===== src/rtl/bcd_counter_n.sv =====
// bcd_counter_n: parametrised multi-digit BCD up/down counter with load, wrap/saturate mode, tc pulse and sticky ovf
//   clk, reset (async, active-high)
//   en, up          : count enable and direction
//   load, load_val  : synchronous BCD load (sanitised, clamped to TOP)
//   mode_wr, mode_in: mode register write (1 = wrap, 0 = saturate)
//   clear_ovf       : clears the sticky overflow flag
//   count, tc, ovf  : registered BCD value, boundary pulse, sticky boundary flag
module bcd_counter_n #(
  parameter int DIGITS = 2,
  parameter int TOP = 99,
  parameter int WRAP_DEFAULT = 1
) (
  input  logic                clk,
  input  logic                reset,
  input  logic                en,
  input  logic                up,
  input  logic                load,
  input  logic [4*DIGITS-1:0] load_val,
  input  logic                mode_wr,
  input  logic                mode_in,
  input  logic                clear_ovf,
  output logic [4*DIGITS-1:0] count,
  output logic                tc,
  output logic                ovf
);
  localparam int W = 4*DIGITS;
  function automatic logic [W-1:0] to_bcd(input int v);
    logic [W-1:0] r;
    int t;
    t = v;
    for (int i = 0; i < DIGITS; i++) begin
      r[4*i+:4] = 4'(t % 10);
      t = t / 10;
    end
    return r;
  endfunction
  localparam logic [W-1:0] TOP_BCD = to_bcd(TOP);
  logic [W-1:0] inc, dec, san, ld_val;
  logic [DIGITS-1:0] ci, bi;
  logic mode, at_top, at_zero, step, hit;
  assign ci[0] = 1'b1;
  assign bi[0] = 1'b1;
  genvar g;
  for (g = 0; g < DIGITS; g++) begin : dig
    logic [3:0] d, l;
    assign d = count[4*g+:4];
    assign l = load_val[4*g+:4];
    assign inc[4*g+:4] = ci[g] ? (d == 4'd9 ? 4'd0 : d + 4'd1) : d;
    assign dec[4*g+:4] = bi[g] ? (d == 4'd0 ? 4'd9 : d - 4'd1) : d;
    assign san[4*g+:4] = l > 4'd9 ? 4'd9 : l;
    if (g < DIGITS-1) begin : chain
      assign ci[g+1] = ci[g] & (d == 4'd9);
      assign bi[g+1] = bi[g] & (d == 4'd0);
    end
  end
  // valid BCD orders the same as unsigned binary, so a plain compare clamps to TOP
  assign ld_val = san > TOP_BCD ? TOP_BCD : san;
  assign at_top = count == TOP_BCD;
  assign at_zero = count == '0;
  assign step = en & ~load;
  assign hit = step & (up ? at_top : at_zero);
  always_ff @(posedge clk or posedge reset) begin
    if (reset) begin
      count <= '0;
      tc <= 1'b0;
      ovf <= 1'b0;
      mode <= 1'(WRAP_DEFAULT);
    end else begin
      if (mode_wr) mode <= mode_in;
      tc <= hit;
      ovf <= hit | (ovf & ~clear_ovf);
      if (load) count <= ld_val;
      else if (en) count <= up ? (at_top ? (mode ? '0 : TOP_BCD) : inc)
                               : (at_zero ? (mode ? TOP_BCD : '0) : dec);
    end
  end
endmodule

===== config.mk =====
export PLATFORM = sky130hd
export DESIGN_NAME = bcd_counter_n
export DESIGN_NICKNAME = d
export VERILOG_FILES = /design/src/rtl/bcd_counter_n.sv
export SDC_FILE = /design/constraint.sdc
export NUM_CORES = 1
export LEC_CHECK = 0
export BUFFER_PORTS_ARGS = -buffer_cell sky130_fd_sc_hd__buf_2
export CAP_MARGIN = 40
export CORE_MARGIN = 4
export CORE_UTILIZATION = 55
export CTS_BUF_LIST = sky130_fd_sc_hd__clkbuf_8
export DETAILED_ROUTE_END_ITERATION = 6
export PLACE_DENSITY = 0.93
export REMOVE_ABC_BUFFERS = 1
export SLEW_MARGIN = 20
export SYNTH_ARGS = -nofsm -noshare
export SYNTH_HDL_FRONTEND = slang
export SYNTH_SLANG_ARGS = --single-unit
export TNS_END_PERCENT = 100

===== constraint.sdc =====
create_clock -name clk -period 2.05 [get_ports clk]
set_input_delay 0.205 -clock clk [delete_from_list [all_inputs] [get_ports clk]]
set_output_delay 0.205 -clock clk [all_outputs]
set_load 0.02 [all_outputs]

==> flow_metrics.py <==
metrics = {
    "run_status": {
        "status": "finished, final reports clean",
    },
    "logic_synthesis": {
        "synth_xor_area_frac": 0,
        "synth-compound-area-share": 0.2762,
        "synthesis.area_mm2": 0.001037,
        "ys_types": 46,
        "ys_async_sr_fraction": 1.000,
        "yosys-top-cells-count": "10 x dfrtp_1, 10 x inv_1, 9 x nand2_1, 9 x nor2_1",
        "synth-seq-cells": 11,
        "synthAdderAreaFrac": 0.07238,
        "synth_top_family_by_area": "simple AND/OR/NAND/NOR gates",
        "synthTopCellsByArea": "dfrtp_1 24%, ha_1 7.2%, o31ai_1 4.3%",
        "muxShareOfSynthArea": 0.03016,
        "synth_edf_count": 0,
        "synth.avg_cell_area_um2": 8.365,
        "synth_seq_area_share": 0.2666,
        "yosysTopAreaCellShare": 0.2413,
        "synth_top_area_cell": "dfrtp_1",
        "yosys_warnings": 0,
        "synthSimpleGateAreaFrac": 0.2774,
        "syn-instance-count": 124,
        "synth_ff_type": "dfrtp_1",
    },
    "layout": {
        "nNetsFinal": 170,
        "syn_to_final_growth_pct": 17.01,
        "instances_no_fill": 172,
        "diodes": 0,
        "drive_above_1_share": 0.2585,
    },
    "detailed_routing": {
        "dr.max_layer_used": "met4",
        "route.met2.wl_mm": 1.364,
        "dr.pass1.iters": 4,
        "routed-via-count": 1066,
        "avgRoutedWirePerCell_um": 15.97,
        "drt-initial-drc-count": 32,
        "vias_per_cell": 6.198,
        "postRouteAntennaNets": 0,
        "wl_met1_mm": 1.108,
        "route.detailed.drc": 0,
        "drt_wl_total_mm": 2.747,
        "wl_met3_um": 234,
    },
    "timing": {
        "setup_viol": 0,
        "period_share": 0.9181,
        "relSlewSlack": 0.6908,
        "grt_setup_unrepaired": "false",
        "fin_tns_setup_ns": 0,
        "slew_viol_final": 0,
        "fmax_ghz": 0.5313,
        "tightest_slew_ns": 0.4633,
        "hold_viol_final": 0,
        "worst_clock_skew_ns": 0.003413,
        "period_minus_slack_ns": 1.882,
    },
    "setup_path": {
        "crit_chain": "inv_1 -> ha_1 -> or3b_4 -> a21boi_4 -> o211ai_2 -> a32o_1",
        "startpoint_type": "flop",
        "regToRegSetupSlack_ns": 0.17,
        "cp.arrival_ns": 2.01,
        "path_class": "reg -> reg",
        "crit_path_end_kind": "flop",
        "max_stage_delay_ns": 0.45,
        "crit_required_ns": 2.18,
        "crit_path_max_fanout": 7,
        "slowest_stage": "dfrtp_1",
        "reg2reg_depth": 6,
    },
    "global_routing": {
        "grt_max_degree": 19,
        "overflow": 0,
        "grt_pass1_wl_mm": 4.664,
        "grt_pass1_vias": 1061,
        "antenna_found_initial": 0,
        "grt.total_usage": 0.2285,
    },
    "pwr": {
        "irDropWorstVdd_mv": 0.5268,
        "pwr-share-clk": 0.266,
        "pwr-share-seq": 0.364,
        "pwr-share-comb": 0.370,
        "p_sw_uw": 304.1,
        "netSwitchingFraction": 0.3753,
        "leakage_uw": 0.0005504,
        "intPower_uw": 506.1,
        "powerDensity_mw_per_mm2": 667.6,
    },
    "flow_run": {
        "maxCapViolations": 0,
    },
    "cts": {
        "numCtsBuffers": 3,
        "clk_pin_slew_ns": 0.05,
        "cts-root-to-sink-buffers": 2,
        "cts_resized": 0,
        "clock_latency_ns": 0.24,
        "cts_root_buf": "clkbuf_8",
        "clock_sinks": 11,
        "cts_tree": "yes",
        "h-tree-depth": 1,
    },
    "placement": {
        "io_buffers": 25,
        "hpwl_mm": 2.045,
        "dp.cells": 167,
        "globalplace.congestion": 0.9441,
    },
    "floorplan": {
        "rows": 15,
        "start_util": 0.5879,
        "die_h_um": 51.43,
        "coreArea_mm2": 0.001764,
        "die_x_um": 51.43,
        "die_area_mm2": 0.002645,
        "io_pins": 26,
    },
    "worst_hold_path": {
        "min_path_cells": 2,
        "hold_class": "in -> reg",
    },
}
==> metal layers <==
| metal | vias to the layer above | track usage |
|---|---|---|
| met1 | 497 | 0.2793 |
| met3 | 4 | 0.05831 |
| met4 | 0 | 0.04367 |
| met5 | - | 0 |
| li1 | 505 | - |
| met2 | 60 | 0.4025 |
==> path summary, 6_finish.rpt <==
check / from / end
min in group asynchronous: reset / count[6]
setup reg to reg: count[1] / count[6]
hold / removal: clear_ovf / ovf
setup / recovery: count[1] / count[6]
hold reg to reg: ovf / ovf
max in group asynchronous: reset / mode
==> critical path, delay by kind of cell (launching register included) <==
kind	cells	cell delay, ns
fa+ha+maj	1	0.25
flops	1	0.45
simple gates	1	0.42
buf+inv	1	0.11
compound gates	3	0.56
==> cell usage in the layout (no fill, tap or decap), types with 2 or more instances in the layout <==
cell,Yosys,routed
a21oi_1,2,2
o211ai_1,2,2
nor2_1,9,9
buf_2,4,25
nand3b_1,5,5
nor3_1,4,4
dfrtp_1,10,10
nand3_1,4,4
and3b_1,2,2
a31oi_1,2,2
o21ai_0,5,5
nand2b_1,2,2
nand2_1,9,9
and2_1,2,2
o21a_1,2,2
clkbuf_8,0,3
o22ai_1,2,2
o32ai_1,3,3
mux2i_1,2,2
ha_1,6,6
o21ba_2,2,2
and3_1,3,3
inv_1,10,11
o31ai_1,6,6
nor2b_1,2,2
==> power by group through the flow <==
stage | Clock, µW | Sequential (µW) | Combinational, µW
3_3_place_gp | 0 | 293 | 280
3_5_place_dp | 0 | 296 | 294
2_1_floorplan | 0 | 312 | 173
4_1_cts | 217 | 292 | 298
5_1_grt | 231 | 300 | 328
6_report | 215 | 295 | 300
==> stage by stage <==
| step | hold slack [ns] | total power, µW | cell area [µm²] | worst slack (ns) | utilization |
|---|---|---|---|---|---|
| floorplan | 0.05672 | 485.1 | 994.7 | 0.2157 | - |
| global placement | 0.2166 | 572.6 | 1159 | 0.2648 | 0.6567 |
| detailed placement | 0.2296 | 590.0 | 1159 | 0.1824 | 0.6567 |
| CTS | 0.1622 | 806.8 | 1214 | 0.1742 | 0.6879 |
| global route | 0.1675 | 858.3 | 1214 | 0.04666 | 0.6879 |
| finish | 0.1609 | 810.2 | 1214 | 0.1679 | 0.6879 |
==> registers in the layout, summed over array words and instances, names as in the netlist <==
| register | flops |
|---|---|
| ovf | 1 |
| mode | 1 |
| count | 8 |
| tc | 1 |
==> area by class of cell <==
cell class	instances	area, µm²
Tap cell	25	31.28
Inverter	10	37.54
Clock inverter	1	3.754
Sequential cell	11	276.5
Clock buffer	3	41.29
Multi-Input combinational cell	95	680.7
Timing Repair Buffer	27	142.6
Fill cell	166	550.5
==> logic make-up after synthesis <==
group,Yosys count
buf+inv,18
flops,11
simple gates,49
fa+ha+maj,6
compound gates,37
mux,3
==> repair_timing <==
| action | in CTS | in global routing |
|---|---|---|
| endpoints found under the hold margin | 10 | 0 |
| hold buffers | 1 | 0 |
| buffers inserted | 0 | 0 |
Power figures use the tool's default switching activity.
